<file path="config.mk">
export PLATFORM = sky130hd
export DESIGN_NAME = pipe_stage_reg
export DESIGN_NICKNAME = d
export VERILOG_FILES = /design/src/rtl/pipeline_pkg.sv /design/src/rtl/pipe_slice.sv /design/src/rtl/pipe_stage_reg.sv
export SDC_FILE = /design/constraint.sdc
export NUM_CORES = 1
export LEC_CHECK = 0
export ABC_AREA = 0
export CAP_MARGIN = 20
export CORE_AREA = 2 2 234 236
export CTS_BUF_LIST = sky130_fd_sc_hd__clkbuf_16
export CTS_CLUSTER_DIAMETER = 30
export DETAILED_ROUTE_END_ITERATION = 8
export DIE_AREA = 0 0 236 238
export DONT_BUFFER_PORTS = 1
export PLACE_DENSITY = 0.32
export SYNTH_ARGS = -nofsm -noshare
export SYNTH_HDL_FRONTEND = slang
export SYNTH_HIERARCHICAL = 1
export SYNTH_SLANG_ARGS = --single-unit
</file>
<file path="constraint.sdc">
create_clock -name clk -period 0.9 [get_ports clk]
set_input_delay 0.18 -clock clk [delete_from_list [all_inputs] [get_ports clk]]
set_output_delay 0.18 -clock clk [all_outputs]
set_load 0.05 [all_outputs]
</file>
<file path="src/rtl/pipeline_pkg.sv">
// Shared constants for the inter-stage pipeline registers: bundle widths per
// boundary, control-bit positions and the legal slice-depth range.
package pipeline_pkg;

  localparam int unsigned DepthMin = 1;
  localparam int unsigned DepthMax = 4;

  localparam int unsigned CtrlWDefault = 8;
  localparam int unsigned DataWDefault = 256;

  // Bundle widths per classic boundary
  localparam int unsigned IfIdCtrlW  = 1;
  localparam int unsigned IfIdDataW  = 97;
  localparam int unsigned IdExCtrlW  = 8;
  localparam int unsigned IdExDataW  = 168;
  localparam int unsigned ExMemCtrlW = 5;
  localparam int unsigned ExMemDataW = 134;
  localparam int unsigned MemWbCtrlW = 2;
  localparam int unsigned MemWbDataW = 69;

  // Control-bundle bit positions
  localparam int unsigned CtrlMemRead  = 0;
  localparam int unsigned CtrlMemWrite = 1;
  localparam int unsigned CtrlMemToReg = 2;
  localparam int unsigned CtrlBranch   = 3;
  localparam int unsigned CtrlRegWrite = 4;

  function automatic bit depth_legal(input int unsigned depth);
    return (depth >= DepthMin) && (depth <= DepthMax);
  endfunction

endpackage

</file>
<file path="src/rtl/pipe_slice.sv">
// One pipeline register slice: valid + control + data with hold (stall) and
// bubble insertion (flush). Control is stored only for valid entries.
module pipe_slice #(
  parameter int unsigned CTRL_W = 8,
  parameter int unsigned DATA_W = 256
) (
  input  logic              clk,
  input  logic              rst_n,
  input  logic              stall,
  input  logic              flush,
  input  logic              in_valid,
  input  logic [CTRL_W-1:0] in_ctrl,
  input  logic [DATA_W-1:0] in_data,
  output logic              out_valid,
  output logic [CTRL_W-1:0] out_ctrl,
  output logic [DATA_W-1:0] out_data
);

  logic              valid_q, valid_d;
  logic [CTRL_W-1:0] ctrl_q, ctrl_d;
  logic [DATA_W-1:0] data_q, data_d;

  always_comb begin
    valid_d = valid_q;
    ctrl_d  = ctrl_q;
    data_d  = data_q;
    if (flush) begin
      // Data keeps moving on a flush; only valid and control are killed
      valid_d = 1'b0;
      ctrl_d  = '0;
      data_d  = in_data;
    end else if (!stall) begin
      valid_d = in_valid;
      ctrl_d  = in_valid ? in_ctrl : '0;
      data_d  = in_data;
    end
  end

  always_ff @(posedge clk or negedge rst_n) begin
    if (!rst_n) begin
      valid_q <= 1'b0;
      ctrl_q  <= '0;
      data_q  <= '0;
    end else begin
      valid_q <= valid_d;
      ctrl_q  <= ctrl_d;
      data_q  <= data_d;
    end
  end

  assign out_valid = valid_q;
  assign out_ctrl  = ctrl_q;
  assign out_data  = data_q;

endmodule

</file>
<file path="src/rtl/pipe_stage_reg.sv">
// Parametrised pipeline boundary register: DEPTH chained pipe_slice instances.
// Optional saturating perf counters under macro PIPE_REG_PERF_EN.
module pipe_stage_reg
  import pipeline_pkg::*;
#(
  parameter int unsigned CTRL_W = CtrlWDefault,
  parameter int unsigned DATA_W = DataWDefault,
  parameter int unsigned DEPTH  = 1,
  parameter int unsigned CNT_W  = 32
) (
  input  logic              clk,
  input  logic              rst_n,
  input  logic              in_valid,
  input  logic [CTRL_W-1:0] in_ctrl,
  input  logic [DATA_W-1:0] in_data,
  input  logic              stall,
  input  logic              flush,
  output logic              out_valid,
  output logic [CTRL_W-1:0] out_ctrl,
  output logic [DATA_W-1:0] out_data,
  output logic              busy,
  output logic [CNT_W-1:0]  stall_cycles,
  output logic [CNT_W-1:0]  flush_events
);

  if (!depth_legal(DEPTH)) begin : gen_depth_check
    $error("pipe_stage_reg: DEPTH=%0d outside legal range %0d..%0d", DEPTH, DepthMin, DepthMax);
  end

  // Index 0 is the upstream input; index i+1 is the output of slice i
  logic [DEPTH:0]    stage_valid;
  logic [CTRL_W-1:0] stage_ctrl [DEPTH+1];
  logic [DATA_W-1:0] stage_data [DEPTH+1];

  assign stage_valid[0] = in_valid;
  assign stage_ctrl[0]  = in_ctrl;
  assign stage_data[0]  = in_data;

  for (genvar i = 0; i < DEPTH; i++) begin : gen_slice
    pipe_slice #(
      .CTRL_W(CTRL_W),
      .DATA_W(DATA_W)
    ) u_slice (
      .clk      (clk),
      .rst_n    (rst_n),
      .stall    (stall),
      .flush    (flush),
      .in_valid (stage_valid[i]),
      .in_ctrl  (stage_ctrl[i]),
      .in_data  (stage_data[i]),
      .out_valid(stage_valid[i+1]),
      .out_ctrl (stage_ctrl[i+1]),
      .out_data (stage_data[i+1])
    );
  end

  assign out_valid = stage_valid[DEPTH];
  // Redundant with the gating inside each slice, kept as a safety net
  assign out_ctrl  = stage_ctrl[DEPTH] & {CTRL_W{stage_valid[DEPTH]}};
  assign out_data  = stage_data[DEPTH];
  assign busy      = |stage_valid[DEPTH:1];

`ifdef PIPE_REG_PERF_EN
  logic [CNT_W-1:0] stall_cnt_q, stall_cnt_d;
  logic [CNT_W-1:0] flush_cnt_q, flush_cnt_d;

  always_comb begin
    stall_cnt_d = stall_cnt_q;
    flush_cnt_d = flush_cnt_q;
    if (stall && !flush && !(&stall_cnt_q)) stall_cnt_d = stall_cnt_q + CNT_W'(1);
    if (flush && !(&flush_cnt_q))           flush_cnt_d = flush_cnt_q + CNT_W'(1);
  end

  always_ff @(posedge clk or negedge rst_n) begin
    if (!rst_n) begin
      stall_cnt_q <= '0;
      flush_cnt_q <= '0;
    end else begin
      stall_cnt_q <= stall_cnt_d;
      flush_cnt_q <= flush_cnt_d;
    end
  end

  assign stall_cycles = stall_cnt_q;
  assign flush_events = flush_cnt_q;
`else
  assign stall_cycles = '0;
  assign flush_events = '0;
`endif

endmodule

</file>
# Word level (Yosys, flattened, before mapping)
# Cells that the tools add are included.
[word_totals] reg_bits=265 output_inout_bits=330 input_bits=269 elab_cells=12
[classes] n_mux=7 eq_ne=1 bitwise_logic=1
[op_table] cell="two-way mux 256 bit" n=2
[op_table] cell="two-way mux 8 bit" n=3
[op_table] cell="bitwise AND 8 bit" n=1
[op_table] cell="two-way mux 1 bit" n=2
[op_table] cell="inequality test 2 x 1 -> 1 bit, second input constant" n=1

# Logic depth before layout (Yosys ltp)
# Gate-level depths: netlist of run 1.
[logic_depth] word_depth=3 ltp_mapped=5 depth_no_buf=2

# By module
# The synthesis of run 1 kept the hierarchy.
[modules_own_cells] module="pipe_slice" area_per_inst_um2=11054.4 seq_area_each_um2=6631.4 instances=1 cells_each=566
[modules_own_cells] module="pipe_stage_reg" area_per_inst_um2=541.8 seq_area_each_um2=0.0 instances=1 cells_each=74

# Worst setup path after synthesis of run 1
# No wires, ideal clock.
[synth_timing] path_kind="register to output" from="reg gen_slice[0].u_slice.valid_q" to="out out_ctrl[0]" stages_incl_launch_ff=2 arrival_ns=1.210 required_ns=0.720 n_path_buf=0 slack_ns=-0.490 path_cell_list="dfrtp_1 and2_1"
[synth_via] elab_chain_len=1
[synth_lines] item="start: declaration" line="pipe_slice.sv:19" rtl="logic valid_q, valid_d;"
[synth_lines] item="start signal: assignment" line="pipe_slice.sv:45" rtl="valid_q <= valid_d;"
[synth_lines] item="bitwise AND 8 bit" line="pipe_stage_reg.sv:59" rtl="assign out_ctrl = stage_ctrl[DEPTH] & {CTRL_W{stage_valid[DEPTH]}};"
[synth_lines] item="end: declaration" line="pipe_stage_reg.sv:19" rtl="output logic [CTRL_W-1:0] out_ctrl,"
# Every way passes these cells.

# Worst setup path after layout of run 1
[layout_timing] from="reg gen_slice[0].u_slice.valid_q" to="out out_valid"
[layout_lines] item="end: declaration" line="pipe_stage_reg.sv:18" rtl="output logic out_valid,"
# No word-level cell between the ends.

==> results of run 1 <==
[cells in the mapped netlist]
| cell type | count |
|---|---|
| nand2b_1 | 1 |
| mux2i_1 | 1 |
| buf_4 | 65 |
| clkbuf_1 | 2 |
| mux2_2 | 16 |
| dfrtp_1 | 265 |
| nor2_1 | 1 |
| and2_1 | 8 |
| buf_6 | 6 |
| buf_12 | 22 |
| mux2_4 | 240 |
| and2b_1 | 2 |
| buf_2 | 1 |
| conb_1 | 1 |
| a32o_1 | 8 |
| inv_1 | 1 |
[layout make-up]
cell class / count / area (um^2)
multi-input cells: 341 / 4220
well taps: 696 / 871
flip-flops and latches: 265 / 6640
clock buffers: 80 / 2000
fillers: 4900 / 31900
repair buffers: 676 / 7070
clock inverters: 65 / 743
diodes: 3 / 7.51
inverters: 1 / 3.75
[stage by stage]
step / hold WS (ns) / instance area [um^2] / util / setup TNS (ns) / std cells
floorplan: -0.116 / 11900 / - / -58.01 / 703
global placement: -0.107 / 14000 / 0.263 / -70.50 / 1588
detailed placement: -0.109 / 14000 / 0.263 / -74.57 / 1588
CTS: -0.744 / 21000 / 0.392 / -123.63 / 2075
global route: -0.749 / 21600 / 0.403 / -129.10 / 2126
finish: -0.687 / 21600 / 0.403 / -110.46 / 2127
[registers in the layout (all words and copies together) (netlist names)]
name / flops
gen_slice.u_slice/out_data: 256
gen_slice.u_slice/out_valid: 1
gen_slice.u_slice/out_ctrl: 8
[how the worst max path moves through the flow]
stage	startpoint	end	slack, ns	depth (start not counted)
finish	gen_slice[0].u_slice/out_valid$_DFFE_PN0P_	out_valid	-0.68	2
global route	gen_slice[0].u_slice/out_valid$_DFFE_PN0P_	out_valid	-0.74	2
CTS	gen_slice[0].u_slice/out_valid$_DFFE_PN0P_	out_valid	-0.73	2
detailed placement	flush	gen_slice[0].u_slice/out_data[10]$_DFFE_PN0P_	-0.41	4
global placement	flush	gen_slice[0].u_slice/out_data[7]$_DFFE_PN0P_	-0.38	4
floorplan	flush	gen_slice[0].u_slice/out_data[100]$_DFFE_PN0P_	-0.23	5
[critical path: stages (launching register included)]
cell,delay [ns]
dfrtp_4,0.53
buf_12,0.15
buf_12,0.14
[repair_timing]
| item | CTS | global route |
|---|---|---|
| resized for setup | 257 | 54 |
| setup endpoints to repair | 266 | 338 |
| gates cloned | 0 | 0 |
| endpoints found under the hold margin | 530 | 265 |
| setup buffers | 75 | 70 |
| pin swaps | 4 | 4 |
[cells by family (layout without fill, tap and decap cells)]
| kind of cell | count (synthesis) | in the layout | synth area share |
|---|---|---|---|
| other cells | 1 | 67 | 0.000323 |
| mux | 257 | 257 | 0.327 |
| buf+inv | 97 | 822 | 0.0873 |
| flops | 265 | 265 | 0.572 |
| simple gates | 12 | 12 | 0.00647 |
| compound gates | 8 | 8 | 0.00691 |
[per-layer routing]
layer,track usage,routed length [um]
met1,0.139,13900
met2,0.231,20400
met3,0.0485,2760
met4,0.0562,1100
met5,0,0
[power groups by stage]
| stage | sequential (mW) | clock, mW | combinational, mW |
|---|---|---|---|
| 5_1_grt | 13.9 | 29.9 | 11.1 |
| 3_5_place_dp | 13.7 | 0 | 8.31 |
| 2_1_floorplan | 17.1 | 0 | 2.96 |
| 4_1_cts | 13.8 | 29.1 | 10.4 |
| 3_3_place_gp | 13.7 | 0 | 8.29 |
| 6_report | 13.8 | 28.4 | 10.8 |
==> flow_metrics.tcl, run 1 <==
set metrics [dict create \
    outcome "finished with violations" \
    violations "hold timing, setup timing" \
    ys_seq_area_frac 0.572 \
    area.growth.synth_to_final_pct 85.9 \
    yosys.area.top_type "dfrtp_1" \
    mostFrequentLayoutCell "buf_6" \
    ios 599 \
    cp.required_ns 0.72 \
    r2r-end "gen_slice[0].u_slice/out_data[102]$_DFFE_PN0P_" \
    final.period_utilization 1.76 \
    synth.avg_cell_area_um2 18.1 \
    die_x_um 236 \
    ys_top_cells_by_area "dfrtp_1 (57%), mux2_4 (31%), buf_4 (4.2%), buf_12 (3.8%), mux2_2 (1.6%)" \
    power_frac_seq 0.261 \
    layout_common_cells "buf_6 (308), dlygate4sd3_1 (267), dfrtp_1 (257), mux2_4 (240), buf_4 (87)" \
    wl_um 38200 \
    grt_max_degree 266 \
    swShare 0.279 \
    synth_seq_cells 265 \
    combinationalPowerShare 0.203 \
    die_y_um 238 \
    switchingPower_mw 14.8 \
    cts_tree "yes" \
    fin_skew_ns 0 \
    rrSetupSlack_ns -0.10 \
    syn_inst 640 \
    synth_top_area_share 0.572 \
    htree_levels 3 \
    dp_slack_ns -0.412 \
    post-route-min-period_ns 1.58 \
    vias_per_cell 3.80 \
    cts.reportedPaths.clkPinSlew_ns 0.04 \
    crit_fanout 10 \
    nets 1633 \
    final-hold-violation-count 265 \
    path_class "flip-flop to primary output" \
    place.gp.congestion 0.788 \
    ys_warn_count 6 \
    power_leakage_nw 10.5 \
    p_int_mw 38.2 \
    grt_antenna_before_repair 2 \
    cap_violations 0 \
    start_kind "flip-flop" \
    critical_path_arrival_ns 1.40 \
    hold_ws_ns -0.687 \
    drt_iter0_drc 200 \
    final_max_slew_viol_count 0 \
    die_area_mm2 0.0562 \
    grt_use_total 0.131 \
    drive_above_1_share 0.563 \
    drc_errors 0 \
    r2r-start "gen_slice[0].u_slice/out_data[102]$_DFFE_PN0P_" \
    synthesis.area_mm2 0.0116 \
    crit_path_end_kind "primary output" \
    insertion_delay_ns 0.57 \
    clkPwrFrac 0.536 \
    setup_viol 302 \
    worstRegToRegCells 3 \
    power.total_mw 53.0 \
    p_per_area_mw_per_mm2 2460 \
    ctsHoldBuffers 267 \
    clockBufferDepth 3 \
    cts_num_sinks 265 \
    io_buffers 0 \
    cts_root_buf "clkbuf_16" \
    overflow 0 \
    rsz0062_at_grt "true" \
    grt_pass1_wl_um 56500 \
    drtPass1Iterations 4 \
    ir_worst_vdd_uv 1260 \
    numCtsBuffers 79 \
    vias 8081 \
    hold_class "input pin to async pin" \
    max_clock_freq_ghz 0.632 \
    grt_pass1_vias 9240 \
    synth_cell_types 16 \
    drtAntennaViolNets 0 \
    wl_per_cell_um 18.0 \
    dp_hpwl_um 25500 \
    fin_ws_ns -0.682 \
    start_util 0.217 \
    core_mm2 0.0535 \
    rows 85 \
]
No activity file was read; power rests on OpenSTA's default activity.
==> run 2, diff against run 1 <==
--- a/config.mk
+++ b/config.mk
@@ -6,7 +6,6 @@
 export NUM_CORES = 1
 export LEC_CHECK = 0
 export ABC_AREA = 0
-export CAP_MARGIN = 20
 export CORE_AREA = 2 2 234 236
 export CTS_BUF_LIST = sky130_fd_sc_hd__clkbuf_16
 export CTS_CLUSTER_DIAMETER = 30
==> results of run 2 <==
Same layout as run 1: the final DEF is identical, and so are final timing and power.
==> run 3, diff against run 2 <==
--- a/config.mk
+++ b/config.mk
@@ -6,14 +6,13 @@
 export NUM_CORES = 1
 export LEC_CHECK = 0
 export ABC_AREA = 0
-export CORE_AREA = 2 2 234 236
+export CORE_AREA = 8 8 227 229
 export CTS_BUF_LIST = sky130_fd_sc_hd__clkbuf_16
 export CTS_CLUSTER_DIAMETER = 30
 export DETAILED_ROUTE_END_ITERATION = 8
-export DIE_AREA = 0 0 236 238
+export DIE_AREA = 0 0 235 237
 export DONT_BUFFER_PORTS = 1
-export PLACE_DENSITY = 0.32
+export PLACE_DENSITY = 0.35
 export SYNTH_ARGS = -nofsm -noshare
 export SYNTH_HDL_FRONTEND = slang
-export SYNTH_HIERARCHICAL = 1
 export SYNTH_SLANG_ARGS = --single-unit
==> run 3 against run 2 <==
  * The run still ends with hold timing, setup timing left
  * Critical path type unchanged
  * Worst setup slack improved by 0.092 ns
  * Clock power decreased by 9.9%
  * Worst hold slack about the same
  * Non-clock buffer count increased by 2
  * Total power decreased by 5.0%
  * Sequential cell count unchanged
==> flow_metrics.tcl, run 3 <==
set metrics [dict create \
    crit_family "flip-flops" \
    area.growth.synth_to_final_pct 82.3 \
    outcome "finished with violations" \
    wl_per_cell_um 19.4 \
    diodes 0 \
    synth_top_area_share 0.569 \
    placed_cell_area_mm2 0.0139 \
    drt_iter0_drc 208 \
    start_util 0.242 \
    layout_common_cells "buf_6 (317), dlygate4sd3_1 (266), dfrtp_1 (264), mux2_4 (241), buf_4 (81)" \
    synthesis.area_mm2 0.0116 \
    drtAntennaViolNets 0 \
    ctsHoldBuffers 267 \
    nets 1643 \
    grt_pass1_wl_um 59600 \
    ys_warn_count 0 \
    vias_per_cell 3.94 \
    place.gp.congestion 0.774 \
    post-route-min-period_ns 1.49 \
    mostFrequentLayoutCell "buf_6" \
    setup_viol 314 \
    p_per_area_mw_per_mm2 2370 \
    dp_slack_ns -0.310 \
    clockBufferDepth 3 \
    yosys.area.top_type "dfrtp_1" \
    grt_pass1_vias 9580 \
    cap_violations 0 \
    drtPass1Iterations 4 \
    postLayoutCellArea_mm2 0.0212 \
    start_kind "flip-flop" \
    critical_path_arrival_ns 1.31 \
    synth_seq_cells 265 \
    fin_ws_ns -0.590 \
    fill_cells 4188 \
    vias 8081 \
    wl_um 39900 \
    grt_max_degree 266 \
    tightest_slew_ns 0.861 \
    grt_use_total 0.135 \
    core_mm2 0.0481 \
    dp_hpwl_um 26300 \
    crit_fanout 10 \
    cts_root_buf "clkbuf_16" \
    drc_errors 0 \
    io_buffers 0 \
    async_flop_share 1.00 \
    synth_cell_types 16 \
    crit_chain "and2_4" \
    numCtsBuffers 74 \
    cts_tree "yes" \
    path_class "flip-flop to primary output" \
    largest_register_ffs 256 \
    cts_num_sinks 265 \
    ir_worst_vdd_uv 1390 \
    dp_cells 1519 \
    ys_seq_area_frac 0.569 \
    rsz0062_at_grt "true" \
    synth-edff-count 0 \
    yosys.cell_count.top_type "dfrtp_1" \
    final-hold-violation-count 265 \
    rows 81 \
    final.period_utilization 1.66 \
    crit_path_end_kind "primary output" \
    finalNonFillerCells 2053 \
    synthTopCellsByCount "dfrtp_1 (265), mux2_4 (240), buf_4 (65), buf_12 (22), mux2_2 (16)" \
    hold_ws_ns -0.687 \
    syn_inst 654 \
    path_buf_inv 0 \
    synth.avg_cell_area_um2 17.8 \
    insertion_delay_ns 0.56 \
    grt_antenna_before_repair 0 \
    slowest_stage "dfrtp_4" \
    violations "hold timing, setup timing" \
    cts.reportedPaths.clkPinSlew_ns 0.04 \
    cpPeakStageDelay_ns 0.52 \
    htree_levels 3 \
    max_clock_freq_ghz 0.671 \
    die_x_um 235 \
    die_area_mm2 0.0557 \
    drive_above_1_share 0.549 \
    max_slew_margin 0.426 \
    final_max_slew_viol_count 0 \
    synth_ff_type "dfrtp_1" \
    fin_skew_ns 0 \
    hold_class "input pin to async pin" \
    ios 599 \
    die_y_um 237 \
    power_leakage_nw 10.4 \
    ys_top_cells_by_area "dfrtp_1 (57%), mux2_4 (31%), buf_4 (4.2%), buf_12 (3.8%), mux2_2 (1.5%)" \
    overflow 0 \
    cp.required_ns 0.72 \
]
==> run 3: cell types whose count changed after synthesis <==
| cell | delta |
|---|---|
| and2b_1 | -2 |
| buf_6 | +1 |
| a21oi_1 | +8 |
| nand2b_4 | +1 |
| a32o_1 | -8 |
| nand2b_1 | -1 |
| nand2_1 | +8 |
| inv_1 | -1 |
| nand3b_1 | +8 |
==> run 3: power by group <==
| part | switching, mW | internal, mW | total, mW | leakage, nW |
|---|---|---|---|---|
| combinational | 5.90 | 4.95 | 10.9 | 6.06 |
| clock | 7.48 | 18.2 | 25.6 | 1.25 |
| sequential | 0.848 | 13.0 | 13.8 | 3.11 |
==> run 3: timing repair <==
item / CTS / global route
endpoints found under the setup margin: 266 / 341
pin swaps: 7 / 0
buffers inserted: 80 / 79
cloned: 0 / 0
hold endpoints to repair: 530 / 265
resized for setup: 256 / 64
==> run 3: cell type report <==
cell class | instances | area, um^2 | area share
repair buffers | 678 | 7110 | 0.335
flip-flops and latches | 265 | 6640 | 0.313
multi-input cells | 355 | 4260 | 0.200
clock buffers | 76 | 1900 | 0.0896
well taps | 622 | 778 | 0.0367
clock inverters | 57 | 547 | 0.0258
==> run 3: logic make-up (layout without fill, tap and decap cells) <==
kind of cell / after synthesis / count (layout) / share of synthesized area
AOI/OAI and AO/OA: 8 / 8 / 0.00344
buffers and inverters: 97 / 811 / 0.0876
muxes: 257 / 257 / 0.326
and+or+nand+nor: 26 / 26 / 0.0135
other: 1 / 64 / 0.000322
DFF: 265 / 265 / 0.569
==> run 3: metrics by stage <==
step                power (mW)   util  hold WS, ns  setup TNS [ns]
global placement          22.0  0.289       -0.106          -62.99
finish                    50.3  0.441       -0.687         -106.76
detailed placement        22.0  0.289       -0.106          -68.20
global route              52.1  0.441       -0.729         -126.35
floorplan                 20.1      -       -0.116          -88.42
CTS                       50.4  0.428       -0.734         -120.49
==> run 3: worst paths after layout <==
| check | startpoint | to | slack, ns | cells after the start |
|---|---|---|---|---|
| worst max-delay path | gen_slice[0].u_slice.out_valid$_DFFE_PN0P_ | out_ctrl[1] | -0.59 | 1 |
| worst min-delay path | rst_n | gen_slice[0].u_slice.out_data[121]$_DFFE_PN0P_ | -0.69 | 0 |
| worst min register to register | gen_slice[0].u_slice.out_ctrl[4]$_DFFE_PN0P_ | gen_slice[0].u_slice.out_ctrl[4]$_DFFE_PN0P_ | 0.52 | 2 |
| min in group clk | stall | gen_slice[0].u_slice.out_data[122]$_DFFE_PN0P_ | 0.06 | 3 |
| worst max register to register | gen_slice[0].u_slice.out_data[74]$_DFFE_PN0P_ | gen_slice[0].u_slice.out_data[74]$_DFFE_PN0P_ | -0.12 | 3 |
| max in group asynchronous | rst_n | gen_slice[0].u_slice.out_data[35]$_DFFE_PN0P_ | 0.86 | 0 |
==> run 3: per-layer routing <==
metal / vias to the layer above / routed length [um] / share of wire / GRT usage
met1: 4039 / 14700 / 0.37 / 0.140
li1: 3590 / - / - / -
met5: - / 0 / 0 / 0
met4: 0 / 943 / 0.024 / 0.0468
met2: 377 / 21200 / 0.53 / 0.244
met3: 75 / 3020 / 0.076 / 0.0570
